===== config.mk =====
export PLATFORM = sky130hd
export DESIGN_NAME = maze_nav_sequencer
export DESIGN_NICKNAME = d
export VERILOG_FILES = /design/src/rtl/maze_nav_pkg.sv /design/src/rtl/nav_dir_select.sv /design/src/rtl/maze_nav_sequencer.sv
export SDC_FILE = /design/constraint.sdc
export NUM_CORES = 1
export LEC_CHECK = 0
export ABC_AREA = 1
export CORE_UTILIZATION = 45
export CTS_CLUSTER_DIAMETER = 120
export DETAILED_ROUTE_END_ITERATION = 10
export HOLD_SLACK_MARGIN = 0.1
export PLACE_DENSITY = 0.71
export SYNTH_ARGS = -nofsm -noshare
export SYNTH_HDL_FRONTEND = slang
export SYNTH_SLANG_ARGS = --single-unit

===== constraint.sdc =====
create_clock -name clk -period 13.15 [get_ports clk]
set_input_delay 2.63 -clock clk [delete_from_list [all_inputs] [get_ports clk]]
set_output_delay 2.63 -clock clk [all_outputs]
set_load 0.02 [all_outputs]

===== src/rtl/maze_nav_pkg.sv =====
// rtl/maze_nav_pkg.sv - headings, navigator state encoding and default geometry for the maze agent
package maze_nav_pkg;

    localparam logic [3:0] DIR_DOWN  = 4'b1000;
    localparam logic [3:0] DIR_LEFT  = 4'b0100;
    localparam logic [3:0] DIR_UP    = 4'b0010;
    localparam logic [3:0] DIR_RIGHT = 4'b0001;

    typedef enum logic [2:0] {
        ST_IDLE    = 3'd0,
        ST_ARM     = 3'd1,
        ST_PROBE   = 3'd2,
        ST_DECIDE  = 3'd3,
        ST_WAIT_VB = 3'd4,
        ST_UPDATE  = 3'd5,
        ST_DONE    = 3'd6,
        ST_LOST    = 3'd7
    } nav_state_t;

    localparam int DEF_STEP_H   = 8;
    localparam int DEF_STEP_V   = 4;
    localparam int DEF_CENTER_H = 15;
    localparam int DEF_CENTER_V = 8;
    localparam int DEF_MAX_MISS = 3;
    localparam int DEF_GOAL_TOL = 8;
    localparam int DEF_LAST_H   = 701;
    localparam int DEF_LAST_V   = 287;

    // Pose arithmetic runs 11-bit signed so a step past either edge is visible before clamping.
    function automatic logic [9:0] clamp_coord(input logic signed [10:0] v, input int last);
        if (v < 0) return 10'd0;
        if (int'(v) > last) return 10'(last);
        return 10'(v);
    endfunction

endpackage


===== src/rtl/nav_dir_select.sv =====
// rtl/nav_dir_select.sv - node heading pick: open directions minus the way back, priority down>left>up>right
module nav_dir_select
    import maze_nav_pkg::*;
(
    input  logic [3:0] i_heading,
    input  logic [3:0] i_dirs,
    output logic [3:0] o_node_heading
);

    logic [3:0] w_reverse;
    logic [3:0] w_cand;

    assign w_reverse = {i_heading[1], i_heading[0], i_heading[3], i_heading[2]};
    assign w_cand    = i_dirs & ~w_reverse;

    // A dead end (no candidate) turns the agent around.
    always_comb begin
        o_node_heading = w_reverse;
        if (w_cand[3])      o_node_heading = DIR_DOWN;
        else if (w_cand[2]) o_node_heading = DIR_LEFT;
        else if (w_cand[1]) o_node_heading = DIR_UP;
        else if (w_cand[0]) o_node_heading = DIR_RIGHT;
    end

endmodule


===== src/rtl/maze_nav_sequencer.sv =====
// rtl/maze_nav_sequencer.sv - per-frame probe/decide/update sequencer that walks the agent through the maze
module maze_nav_sequencer
    import maze_nav_pkg::*;
#(
    parameter int STEP_H   = DEF_STEP_H,
    parameter int STEP_V   = DEF_STEP_V,
    parameter int CENTER_H = DEF_CENTER_H,
    parameter int CENTER_V = DEF_CENTER_V,
    parameter int MAX_MISS = DEF_MAX_MISS,
    parameter int GOAL_TOL = DEF_GOAL_TOL,
    parameter int LAST_H   = DEF_LAST_H,
    parameter int LAST_V   = DEF_LAST_V
) (
    input  logic        clk,
    input  logic        reset,
    input  logic        video_frame_valid,
    input  logic        maze_defined,
    input  logic [9:0]  start_x,
    input  logic [9:0]  start_y,
    input  logic [9:0]  end_x,
    input  logic [9:0]  end_y,
    output logic        probe_req,
    output logic [9:0]  probe_x,
    output logic [9:0]  probe_y,
    input  logic        probe_ack,
    input  logic [3:0]  probe_dirs,
    input  logic        probe_empty_corners,
    input  logic        probe_straight,
    input  logic        probe_center_ok,
    input  logic [4:0]  probe_offset,
    output logic [9:0]  pose_x,
    output logic [9:0]  pose_y,
    output logic [3:0]  heading,
    output logic [2:0]  nav_state,
    output logic        goal_reached,
    output logic        lost,
    output logic [15:0] step_count
);

    localparam logic signed [10:0] L_STEP_H   = 11'(STEP_H);
    localparam logic signed [10:0] L_STEP_V   = 11'(STEP_V);
    localparam logic signed [10:0] L_CENTER_H = 11'(CENTER_H);
    localparam logic signed [10:0] L_CENTER_V = 11'(CENTER_V);
    localparam logic signed [10:0] L_GOAL_TOL = 11'(GOAL_TOL);

    nav_state_t        r_state;
    logic              r_vfv_d;
    logic              r_probe_req;
    logic              r_goal;
    logic              r_lost;
    logic              r_correct;
    logic [9:0]        r_pose_x;
    logic [9:0]        r_pose_y;
    logic [9:0]        r_end_x;
    logic [9:0]        r_end_y;
    logic [3:0]        r_heading;
    logic [3:0]        r_step_dir;
    logic [3:0]        r_dirs;
    logic              r_empty;
    logic              r_straight;
    logic              r_center_ok;
    logic [4:0]        r_offset;
    logic [15:0]       r_step_count;
    logic [7:0]        r_miss;

    logic              w_frame_start;
    logic [3:0]        w_node_heading;
    logic [7:0]        w_miss_next;
    logic signed [10:0] w_off;
    logic signed [10:0] w_dx;
    logic signed [10:0] w_dy;
    logic signed [10:0] w_nx;
    logic signed [10:0] w_ny;
    logic signed [10:0] w_gdx;
    logic signed [10:0] w_gabs;
    logic [9:0]        w_new_x;
    logic [9:0]        w_new_y;
    logic              w_goal_hit;

    nav_dir_select u_dir_select (
        .i_heading      (r_heading),
        .i_dirs         (r_dirs),
        .o_node_heading (w_node_heading)
    );

    assign w_frame_start = video_frame_valid & ~r_vfv_d;
    assign w_miss_next   = r_miss + 8'd1;
    assign w_off         = $signed({6'b0, r_offset});

    // The step follows the heading the probe was taken on; a node turn only affects later frames.
    always_comb begin
        w_dx = '0;
        w_dy = '0;
        case (r_step_dir)
            DIR_DOWN: w_dy = L_STEP_V;
            DIR_UP:   w_dy = -L_STEP_V;
            DIR_LEFT: w_dx = -L_STEP_H;
            default:  w_dx = L_STEP_H;
        endcase
        if (r_correct) begin
            if (r_step_dir == DIR_DOWN || r_step_dir == DIR_UP) w_dx = w_off - L_CENTER_H;
            else                                                w_dy = w_off - L_CENTER_V;
        end
        w_nx       = $signed({1'b0, r_pose_x}) + w_dx;
        w_ny       = $signed({1'b0, r_pose_y}) + w_dy;
        w_new_x    = clamp_coord(w_nx, LAST_H);
        w_new_y    = clamp_coord(w_ny, LAST_V);
        w_gdx      = $signed({1'b0, w_new_x}) - $signed({1'b0, r_end_x});
        w_gabs     = (w_gdx < 0) ? -w_gdx : w_gdx;
        w_goal_hit = (w_new_y >= r_end_y) && (w_gabs <= L_GOAL_TOL);
    end

    always_ff @(posedge clk) begin
        if (!reset) begin
            r_state      <= ST_IDLE;
            r_vfv_d      <= 1'b0;
            r_probe_req  <= 1'b0;
            r_goal       <= 1'b0;
            r_lost       <= 1'b0;
            r_correct    <= 1'b0;
            r_pose_x     <= '0;
            r_pose_y     <= '0;
            r_end_x      <= '0;
            r_end_y      <= '0;
            r_heading    <= DIR_DOWN;
            r_step_dir   <= DIR_DOWN;
            r_dirs       <= '0;
            r_empty      <= 1'b0;
            r_straight   <= 1'b0;
            r_center_ok  <= 1'b0;
            r_offset     <= '0;
            r_step_count <= '0;
            r_miss       <= '0;
        end else begin
            r_vfv_d <= video_frame_valid;
            if (!maze_defined) begin
                r_state     <= ST_IDLE;
                r_probe_req <= 1'b0;
                r_goal      <= 1'b0;
                r_lost      <= 1'b0;
            end else begin
                case (r_state)
                    ST_IDLE: begin
                        r_pose_x     <= start_x;
                        r_pose_y     <= start_y;
                        r_end_x      <= end_x;
                        r_end_y      <= end_y;
                        r_heading    <= DIR_DOWN;
                        r_goal       <= 1'b0;
                        r_lost       <= 1'b0;
                        r_step_count <= '0;
                        r_miss       <= '0;
                        r_state      <= ST_ARM;
                    end
                    ST_ARM: begin
                        if (w_frame_start) r_state <= ST_PROBE;
                    end
                    ST_PROBE: begin
                        r_probe_req <= 1'b1;
                        if (probe_ack) begin
                            r_dirs      <= probe_dirs;
                            r_empty     <= probe_empty_corners;
                            r_straight  <= probe_straight;
                            r_center_ok <= probe_center_ok;
                            r_offset    <= probe_offset;
                            r_miss      <= '0;
                            r_probe_req <= 1'b0;
                            r_state     <= ST_DECIDE;
                        end else if (!video_frame_valid) begin
                            r_probe_req <= 1'b0;
                            r_miss      <= w_miss_next;
                            if (w_miss_next >= 8'(MAX_MISS)) begin
                                r_lost  <= 1'b1;
                                r_state <= ST_LOST;
                            end else begin
                                r_state <= ST_ARM;
                            end
                        end
                    end
                    ST_DECIDE: begin
                        r_step_dir <= r_heading;
                        if (!r_center_ok) begin
                            r_lost  <= 1'b1;
                            r_state <= ST_LOST;
                        end else begin
                            if (r_empty && !r_straight) begin
                                r_heading <= w_node_heading;
                                r_correct <= 1'b0;
                            end else begin
                                r_correct <= r_empty;
                            end
                            r_state <= ST_WAIT_VB;
                        end
                    end
                    ST_WAIT_VB: begin
                        if (!video_frame_valid) r_state <= ST_UPDATE;
                    end
                    ST_UPDATE: begin
                        r_pose_x <= w_new_x;
                        r_pose_y <= w_new_y;
                        if (r_step_count != 16'hFFFF) r_step_count <= r_step_count + 16'd1;
                        if (w_goal_hit) begin
                            r_goal  <= 1'b1;
                            r_state <= ST_DONE;
                        end else begin
                            r_state <= ST_ARM;
                        end
                    end
                    default: begin
                        r_probe_req <= 1'b0;
                    end
                endcase
            end
        end
    end

    assign probe_req    = r_probe_req;
    assign probe_x      = r_pose_x;
    assign probe_y      = r_pose_y;
    assign pose_x       = r_pose_x;
    assign pose_y       = r_pose_y;
    assign heading      = r_heading;
    assign nav_state    = r_state;
    assign goal_reached = r_goal;
    assign lost         = r_lost;
    assign step_count   = r_step_count;

endmodule


==> metrics.yaml, run 1 <==
synthesis:
  syn_area_sq_mm: 0.00651
  synth-edff-count: 0
  yosysTopAreaCell: "dfxtp_1"
  synth.net_count: 1068
  synth.yosys.seq_area_share_pct: 28.3
  synth_top_area_share_pct: 28.3
  synth.yosys.warnings: 0
  syn-mean-instance-area_sq_um: 6.77
  synth_ff_type: "dfxtp_1"
  asyncSetResetFlopFracSynth_pct: 0
  ys_types: 55
  synth-seq-cells: 92
  synthesis.instances: 962
  yosys-top-cells-area: "dfxtp_1 28%, nand2_1 11%, ha_1 8.8%, inv_1 8.0%, a21oi_1 7.3%"
cts:
  post_cts_buffers: 0
  ctsHoldBuffers: 0
  cts.sinks: 92
  clock_path_buffers: 2
  cts_tree: "built"
  worst_skew_pair.late_latency_ns: 0.35
  cts_buffers: 9
  cts.htree.levels: 3
  clk_slew_on_worst_s_h_paths_ns: 0.07
  cts_root_buf: "clkbuf_16"
  post_cts.resized_instances: 0
cells_and_area:
  post-route-cell-area_sq_mm: 0.00806
  fin_nets: 1162
  final_util_pct: 57.6
  antenna_cells: 0
  drive_above_1_share_pct: 5.94
  layout_commonest_cell: "nand2_1"
  mostFrequentLayoutCells: "198 x nand2_1, 138 x inv_1, 122 x clkdlybuf4s50_1, 95 x a21oi_1, 92 x dfxtp_1"
  final_standard_cell_count_with_taps_included_and_fillers_excluded: 1240
  synthToLayoutAreaGrowth_pct: 23.8
setup_path:
  worst_path_max_delay_cell: "ha_1"
  setup.reg_to_reg.worst_slack_ns: 7.88
  destination_of_the_worst_register_to_register_timing_path: "nav_state[1]"
  path_common_cell: "nand2_1"
  worst_ep_arrival_time_ns: 5.55
  cp.buffers_inverters: 2
  timing_worst_setup_path_type: "flop to flop"
  worstReg2RegStart: "r_offset[0]"
  worst-endpoint-required_ns: 13.43
  worstPathMaxFanout: 13
  critPathMaxStageDelay_ns: 0.39
  endpoint_kind: "flop"
  worst-r2r-cell-count: 34
  crit_path_start_kind: "flop"
  crit_family: "simple AND/OR/NAND/NOR gates"
worst_hold_path:
  hold_path.startpoint: "r_dirs[3]"
  hp-class: "flop to flop"
  hold_path_depth: 2
  whs_endpoint: "r_dirs[3]"
placement:
  placed_cells: 1225
  place_area_sq_mm: 0.00773
  gp_routability_congestion: 0.853
  pre_cts_ws_ns: 7.90
  detailedPlacementHpwl_mm: 12.6
  port_buffers: 122
route:
  drt-vias-per-instance: 5.11
  detail_route.drc_violations: 0
  initialDrtViolationCount: 278
  drt-wirelength-per-cell_um: 13.3
  drt-pass1-iter-count: 5
  drt-total-wl_mm: 16.5
  ant_nets: 0
  num_vias: 6335
floorplanning:
  floorplan.rows: 43
  floorplan.initialDensity_pct: 46.5
  die_area_sq_mm: 0.0149
  floorplan.die.width_um: 122
  core_region_area_sq_mm: 0.0140
  boundaryPins: 123
  die_h_um: 122
power_and_ir_drop:
  irDropWorstVdd_v: 0.0000470
  power.share.combinational_pct: 27.4
  switching_power_mw: 0.254
  clock_power_share_pct: 35.4
  pwr_density_cell_mw_per_mm2: 100
  pwr-share-seq_pct: 37.2
  total_leakage_power_nw: 3.64
  intPower_mw: 0.552
  swShare_pct: 31.5
sta:
  period_utilization_pct: 40.1
  report.final.setup_viol: 0
  timing_hold_violations_final: 0
  timing.fmax_ghz: 0.190
  skew_ns: 0.00586
  worst_slack_ns: 7.88
  worst_pin_slew_ns: 1.17
  fin_setup_tns_ns: 0
  max_slew_headroom_pct: 22.2
  final.min_clock_period_ns: 5.27
  timing.final.max_slew_violations: 0
  rsz_0062_raised_after_global_routing: "no"
grt:
  leftover_overflow_at_the_end_of_global_routing: 0
  maximum_number_of_pins_on_one_net_before_global_route_repair: 43
  vias_in_the_first_global_route: 5863
  grt_usage_pct: 22.9
  grt_first_pass_wirelength_mm: 27.2
  grt_antenna_before_repair: 0
status:
  status: "finished clean"
job:
  max_cap_violations: 0
==> synthesized netlist by cell type, types with 4 or more instances <==
master / count
o21a_1: 4
a21oi_1: 95
nor4_1: 4
nand3_1: 52
xor2_1: 13
nor3_1: 11
nor2_1: 74
a21oi_2: 4
a21o_1: 5
inv_2: 5
buf_4: 20
nand2_2: 8
xnor2_1: 13
ha_1: 46
nand4_1: 10
a31oi_1: 4
nand3b_1: 4
a211oi_1: 5
dfxtp_1: 92
clkbuf_1: 17
o21bai_1: 11
o21ai_2: 6
inv_1: 138
o21ai_0: 75
nand2_1: 198
==> power groups by stage <==
stage          registers [mW]  logic, mW  clock network [mW]
2_1_floorplan           0.309      0.154                   0
3_3_place_gp            0.306      0.218                   0
3_5_place_dp            0.306      0.221                   0
4_1_cts                 0.300      0.222               0.289
5_1_grt                 0.301      0.252               0.300
6_report                0.300      0.221               0.285
==> cells by family after synthesis <==
logic type / after synthesis / share of synthesized area, %
AND/OR/NAND/NOR: 383 / 26.2
AO/OA/AOI/OAI: 223 / 19.5
buffers and inverters: 186 / 12.1
flip-flops: 92 / 28.3
adder cells (fa/ha/maj): 49 / 9.77
XOR/XNOR: 28 / 4.00
other: 1 / 0.0576
==> layout make-up <==
class	instances	area, sq um
Clock buffer	10	239
Clock inverter	5	85.1
Fill cell	1386	5930
Inverter	145	549
Multi-Input combinational cell	684	3880
Sequential cell	92	1840
Tap cell	180	225
Timing Repair Buffer	124	1240
==> flip-flops by register name, summed over array words and instances, names as in the netlist, 4 cells and up <==
register / flops
step_count: 16
pose_x: 10
pose_y: 10
r_end_x: 10
r_end_y: 10
r_miss: 8
r_offset: 5
heading: 4
r_dirs: 4
r_step_dir: 4
==> stage by stage <==
stage / hold WS (ns) / power (mW)
after floorplan: 0.425 / 0.464
after global placement: 0.442 / 0.525
after detailed placement: 0.447 / 0.527
after CTS: 0.456 / 0.810
after global routing: 0.479 / 0.853
final: 0.458 / 0.806
==> metal layers <==
metal	routed length (um)	GRT usage [%]
met5	0	0
met1	7630	28.2
met4	337	8.61
met3	431	2.23
met2	8130	40.8
==> how the worst max path moves through the flow <==
stage                       startpoint        endpoint  slack, ns  cells past startpoint
final                      r_offset[0]    nav_state[1]       7.88                     34
after global routing       r_offset[0]    nav_state[1]       7.23                     39
after CTS                  r_offset[0]    nav_state[1]       7.93                     39
after detailed placement  maze_defined  step_count[12]       7.90                      8
after global placement    maze_defined   step_count[3]       7.98                      8
after floorplan            r_offset[0]    nav_state[2]       8.71                     39
==> worst register-to-register path, delay by kind of cell (launching register included) <==
kind / cells / cell delay, ns
adders and majority gates: 2 / 0.74
DFF: 1 / 0.35
AOI/OAI and AO/OA: 6 / 0.96
and+or+nand+nor: 24 / 2.90
buffers and inverters: 2 / 0.26
(Power assumes the default switching activity.)
==> inputs of run 2 (changes only) <==
--- a/config.mk
+++ b/config.mk
@@ -10,7 +10,7 @@
 export CTS_CLUSTER_DIAMETER = 120
 export DETAILED_ROUTE_END_ITERATION = 10
 export HOLD_SLACK_MARGIN = 0.1
-export PLACE_DENSITY = 0.71
+export PLACE_DENSITY = 0.73
 export SYNTH_ARGS = -nofsm -noshare
 export SYNTH_HDL_FRONTEND = slang
 export SYNTH_SLANG_ARGS = --single-unit
==> constraint.sdc (replaced) <==
create_clock -name clk -period 4.73 [get_ports clk]
set_input_delay 0.946 -clock clk [delete_from_list [all_inputs] [get_ports clk]]
set_output_delay 0.946 -clock clk [all_outputs]
set_load 0.02 [all_outputs]
==> metrics.yaml, run 2 (synthesis results as in run 1) <==
power_and_ir_drop:
  irDropWorstVdd_v: 0.000179  # +280%
  power.total_mw: 2.43  # +200%
  pwr_density_cell_mw_per_mm2: 281  # +180%
  total_leakage_power_nw: 3.80  # +4.3%
setup_path:
  worst-r2r-cell-count: 39  # +15%
  cp.buffers_inverters: 6  # +4
  timing_worst_setup_path_type: "flop to flop"
  endpoint_kind: "flop"
  crit_family: "simple AND/OR/NAND/NOR gates"
  destination_of_the_worst_register_to_register_timing_path: "nav_state[1]"
  path_common_cell: "nand2_1"
  worstPathMaxFanout: 6  # -7
  setup.reg_to_reg.worst_slack_ns: -0.07  # -7.96 ns
  worstReg2RegStart: "r_step_dir[0]"
  crit_path_start_kind: "flop"
  worst_ep_arrival_time_ns: 5.09  # -0.46 ns
  critPathMaxStageDelay_ns: 0.38  # about the same
  worst-endpoint-required_ns: 5.02  # -8.41 ns
  worst_path_max_delay_cell: "fa_2"
cells_and_area:
  mostFrequentLayoutCells: "180 x nand2_1, 126 x inv_1, 122 x clkdlybuf4s50_1, 89 x dfxtp_1, 85 x a21oi_1"
  fin_nets: 1191  # +2.5%
  largest_reg_flops: 16  # unchanged
  drive_above_1_share_pct: 15.2  # +9.3 points
  final_standard_cell_count_with_taps_included_and_fillers_excluded: 1270  # +2.4%
  synthToLayoutAreaGrowth_pct: 32.5
  layout_commonest_cell: "nand2_1"
  antenna_cells: 0  # unchanged
  post-route-cell-area_sq_mm: 0.00862  # +7.1%
worst_hold_path:
  hold_path_depth: 2  # unchanged
  whs_endpoint: "r_end_y[5]"
  hold_path.startpoint: "r_end_y[5]"
  hp-class: "flop to flop"
sta:
  worst_pin_slew_ns: 0.862  # -0.303 ns
  timing.fmax_ghz: 0.208  # +9.7%
  period_utilization_pct: 102  # +62 points
  fin_setup_tns_ns: -0.121  # -0.121 ns
  hold_slack_ns: 0.459  # +0.000987 ns
  timing.final.max_slew_violations: 0  # unchanged
  final.min_clock_period_ns: 4.80  # -0.464 ns
  max_slew_headroom_pct: 42.4  # +20 points
  report.final.setup_viol: 2  # +2
  skew_ns: 0.00768  # +0.00182 ns
  timing_hold_violations_final: 0  # unchanged
  rsz_0062_raised_after_global_routing: "yes"
  worst_slack_ns: -0.0741  # -7.96 ns
placement:
  placed_cells: 1241  # +1.3%
  detailedPlacementHpwl_mm: 13.0  # +2.8%
  gp_routability_congestion: 0.928  # +8.8%
  place_area_sq_mm: 0.00785  # +1.6%
  port_buffers: 122  # unchanged
floorplanning:
  die_h_um: 122  # unchanged
  floorplan.rows: 43  # unchanged
  floorplan.die.width_um: 122  # unchanged
  die_area_sq_mm: 0.0149  # unchanged
  core_region_area_sq_mm: 0.0140  # unchanged
  floorplan.initialDensity_pct: 46.5  # unchanged
  boundaryPins: 123  # unchanged
route:
  drt-wirelength-per-cell_um: 14.3  # +7.1%
  initialDrtViolationCount: 445  # +60%
  detail_route.drc_violations: 0  # unchanged
  drt-total-wl_mm: 18.1  # +9.7%
  num_vias: 6687  # +5.6%
  drt-vias-per-instance: 5.27  # +3.1%
  ant_nets: 0  # unchanged
  drt-pass1-iter-count: 5  # unchanged
cts:
  cts_root_buf: "clkbuf_16"
  cts_buffers: 9  # unchanged
  cts_tree: "built"
  clock_path_buffers: 2  # unchanged
  clk_slew_on_worst_s_h_paths_ns: 0.07  # about the same
  worst_skew_pair.late_latency_ns: 0.36  # about the same
  cts.htree.levels: 3  # unchanged
  cts.sinks: 92  # unchanged
job:
  max_cap_violations: 0  # unchanged
grt:
  grt_antenna_before_repair: 0  # unchanged
  grt_usage_pct: 23.4  # +0.56 points
  grt_first_pass_wirelength_mm: 27.5  # +1.2%
  leftover_overflow_at_the_end_of_global_routing: 0  # unchanged
  vias_in_the_first_global_route: 5924  # +1.0%
  maximum_number_of_pins_on_one_net_before_global_route_repair: 39  # -9.3%
status:
  status: "complete, but fails checks"
  failed_checks: "negative setup slack"
[run 2: how the worst max path moves through the flow]
stage,startpoint,end,slack [ns],depth (start not counted)
floorplan,r_offset[0],nav_state[2],0.29,39
global placement,r_step_dir[2],nav_state[2],0.01,41
detailed placement,r_offset[1],nav_state[1],-0.15,39
CTS,r_step_dir[0],nav_state[1],0.006,41
global route,r_step_dir[0],nav_state[1],-0.47,42
finish,r_step_dir[0],nav_state[1],-0.07,39
[run 2: final cells by class]
| type | count | area [sq um] |
|---|---|---|
| inverters | 145 | 552 |
| repair buffers | 153 | 1460 |
| flip-flops and latches | 92 | 1850 |
| clock inverters | 6 | 119 |
| multi-input cells | 684 | 4200 |
| fillers | 1273 | 5360 |
| well taps | 180 | 225 |
| clock buffers | 10 | 229 |
[run 2: what timing repair did]
action | CTS | global route
resized for setup | 12 | 79
hold buffers | 0 | 0
endpoints found under the setup margin | 4 | 4
buffers inserted | 1 | 12
pin swaps | 3 | 34
[run 2: worst min-delay path, delay by kind of cell, from the launching register on]
kind | cells | cell delay [ns]
AO/OA/AOI/OAI | 1 | 0.06
buffers and inverters | 1 | 0.06
flip-flops | 1 | 0.30
[run 2: where the power goes]
group	internal (mW)	switching (mW)	leakage [nW]
sequential	0.806	0.0282	0.751
combinational	0.305	0.419	2.88
clock	0.524	0.344	0.169
total	1.64	0.791	3.80
[run 2: per-stage QoR]
stage | setup slack, ns | utilization, %
2_1_floorplan | 0.290 | -
4_1_cts | 0.00589 | 59.0
3_3_place_gp | 0.0135 | 56.1
6_report | -0.0741 | 61.7
5_1_grt | -0.465 | 61.7
3_5_place_dp | -0.151 | 56.1
[run 2: routing by layer]
metal,track usage (%),part of all wire (%),vias to the layer above
met5,0,0,-
met4,10.1,3.0,0
met3,3.49,5.7,40
met2,38.8,47,232
met1,30.3,44,3039
li1,-,-,3376
==> inputs of run 3 (changes only) <==
--- a/config.mk
+++ b/config.mk
@@ -9,6 +9,7 @@
 export CORE_UTILIZATION = 45
 export CTS_CLUSTER_DIAMETER = 120
 export DETAILED_ROUTE_END_ITERATION = 10
+export GPL_TIMING_DRIVEN = 0
 export HOLD_SLACK_MARGIN = 0.1
 export PLACE_DENSITY = 0.73
 export SYNTH_ARGS = -nofsm -noshare
==> metrics.yaml, run 3 (synthesis results as in run 1) <==
setup_path:
  worst_ep_arrival_time_ns: 5.08  # about the same
  timing_worst_setup_path_type: "flop to flop"
  setup.reg_to_reg.worst_slack_ns: -0.06  # +0.02 ns
  worstPathMaxFanout: 7  # +1
  worst-endpoint-required_ns: 5.02  # about the same
  critPathMaxStageDelay_ns: 0.39  # about the same
  destination_of_the_worst_register_to_register_timing_path: "nav_state[1]"
  path_common_cell: "nand2_1"
  crit_path_start_kind: "flop"
  worst_path_max_delay_cell: "fa_2"
  endpoint_kind: "flop"
  worst-r2r-cell-count: 42  # +7.7%
  worstReg2RegStart: "r_step_dir[1]"
cts:
  ctsHoldBuffers: 0  # unchanged
  cts_buffers: 9  # unchanged
  cts_tree: "built"
  cts_root_buf: "clkbuf_16"
  clock_path_buffers: 2  # unchanged
  cts.htree.levels: 3  # unchanged
  worst_skew_pair.late_latency_ns: 0.37  # about the same
  clk_slew_on_worst_s_h_paths_ns: 0.07  # about the same
  cts.sinks: 92  # unchanged
worst_hold_path:
  hold_path_depth: 2  # unchanged
  hold_path.startpoint: "r_end_y[4]"
  whs_endpoint: "r_end_y[4]"
  hp-class: "flop to flop"
sta:
  report.final.setup_viol: 2  # unchanged
  final.min_clock_period_ns: 4.79  # -0.0179 ns
  timing.final.max_slew_violations: 0  # unchanged
  worst_pin_slew_ns: 0.740  # -0.123 ns
  worst_slack_ns: -0.0562  # +0.0179 ns
  timing_hold_violations_final: 0  # unchanged
  rsz_0062_raised_after_global_routing: "yes"
  period_utilization_pct: 101  # -0.38 points
  max_slew_headroom_pct: 50.7  # +8.2 points
  skew_ns: 0.00912  # +0.00144 ns
  hold_slack_ns: 0.464  # +0.00478 ns
  timing.fmax_ghz: 0.209  # +0.37%
route:
  ant_nets: 0  # unchanged
  drt-vias-per-instance: 5.29  # +0.54%
  detail_route.drc_violations: 0  # unchanged
  num_vias: 6940  # +3.8%
  drt-total-wl_mm: 19.8  # +9.5%
  initialDrtViolationCount: 599  # +35%
  drt-pass1-iter-count: 7  # +2
  drt-wirelength-per-cell_um: 15.1  # +6.1%
placement:
  gp_routability_congestion: 0.896  # -3.5%
  detailedPlacementHpwl_mm: 13.8  # +6.1%
  pre_cts_ws_ns: -0.447  # -0.296 ns
  port_buffers: 122  # unchanged
floorplanning:
  boundaryPins: 123  # unchanged
  floorplan.die.width_um: 122  # unchanged
  die_h_um: 122  # unchanged
  floorplan.rows: 43  # unchanged
  floorplan.initialDensity_pct: 46.5  # unchanged
  die_area_sq_mm: 0.0149  # unchanged
  core_region_area_sq_mm: 0.0140  # unchanged
job:
  max_cap_violations: 0  # unchanged
grt:
  vias_in_the_first_global_route: 6055  # +2.2%
  grt_first_pass_wirelength_mm: 28.5  # +3.4%
  leftover_overflow_at_the_end_of_global_routing: 0  # unchanged
  grt_antenna_before_repair: 0  # unchanged
  maximum_number_of_pins_on_one_net_before_global_route_repair: 17  # -56%
  grt_usage_pct: 24.7  # +1.3 points
power_and_ir_drop:
  pwr-share-seq_pct: 34.5  # about the same
  irDropWorstVdd_v: 0.000153  # -14%
  clock_power_share_pct: 33.5  # -2.3 points
  swShare_pct: 33.5  # +0.92 points
  total_leakage_power_nw: 3.98  # +4.7%
  power.total_mw: 2.42  # -0.18%
  power.share.combinational_pct: 32.0  # +2.1 points
  switching_power_mw: 0.812  # +2.6%
  intPower_mw: 1.61  # -1.5%
  pwr_density_cell_mw_per_mm2: 268  # -4.7%
cells_and_area:
  layout_commonest_cell: "nand2_1"
  synthToLayoutAreaGrowth_pct: 38.8
  mostFrequentLayoutCells: "176 x nand2_1, 124 x inv_1, 122 x clkdlybuf4s50_1, 86 x a21oi_1, 85 x dfxtp_1"
  drive_above_1_share_pct: 19.0  # +3.8 points
  fin_nets: 1232  # +3.4%
  largest_reg_flops: 16  # unchanged
  final_util_pct: 64.6  # +2.9 points
  antenna_cells: 0  # unchanged
status:
  failed_checks: "negative setup slack"
  status: "complete, but fails checks"
-- run 3: cell types whose count changed in the layout (fill, tap and decap cells not counted), sizes merged --
cell / previous run / this run
clkinvlp: 0 / 2
bufinv: 3 / 2
clkinv: 3 / 2
clkbuf: 10 / 27
buf: 31 / 55
-- run 3: cell type report --
class,count,area [sq um]
Fill cell,1269,4960
Multi-Input combinational cell,684,4380
Sequential cell,92,1850
Timing Repair Buffer,153,1460
Inverter,145,558
Buffer,41,239
Clock buffer,10,229
Tap cell,180,225
Clock inverter,6,96.3
-- run 3: routing by layer --
layer  routed length (um)  GRT usage [%]
met3                 1280           3.58
met1                 8290           31.0
met4                  713           11.9
met5                    0              0
met2                 9570           41.4
-- run 3: power groups by stage --
stage	clock network, mW	registers, mW	logic [mW]
floorplan	0	0.860	0.429
global placement	0	0.850	0.636
detailed placement	0	0.850	0.643
CTS	0.822	0.832	0.657
global route	0.856	0.838	0.853
finish	0.812	0.835	0.775
-- run 3: timing repair --
action                                  4_1_cts  5_1_grt
pin swaps                                     9       52
gates cloned                                  0        1
setup buffers                                 6       24
hold endpoints to repair                      0        0
endpoints found under the setup margin        4        4
resized for setup                            18      112
-- run 3: metrics by stage --
stage / instances / setup TNS [ns] / cell area (sq um)
floorplan: 962 / 0 / 6510
global placement: 1264 / -1.36 / 7960
detailed placement: 1264 / -1.62 / 7960
CTS: 1286 / 0 / 8390
global route: 1311 / -1.35 / 9030
finish: 1311 / -0.0744 / 9030
-- run 3: critical path, delay by kind of cell (launching register included) --
kind / cells / cell delay (ns)
compound gates: 5 / 0.73
xor+xnor: 1 / 0.07
fa+ha+maj: 3 / 0.75
buf+inv: 7 / 0.53
flops: 1 / 0.33
simple gates: 26 / 2.30
-- run 3: how the worst max path moves through the flow --
stage	startpoint	end
global route	r_step_dir[1]	nav_state[1]
floorplan	r_offset[0]	nav_state[2]
CTS	r_step_dir[2]	nav_state[1]
global placement	r_offset[0]	nav_state[1]
detailed placement	r_offset[0]	nav_state[1]
finish	r_step_dir[1]	nav_state[1]
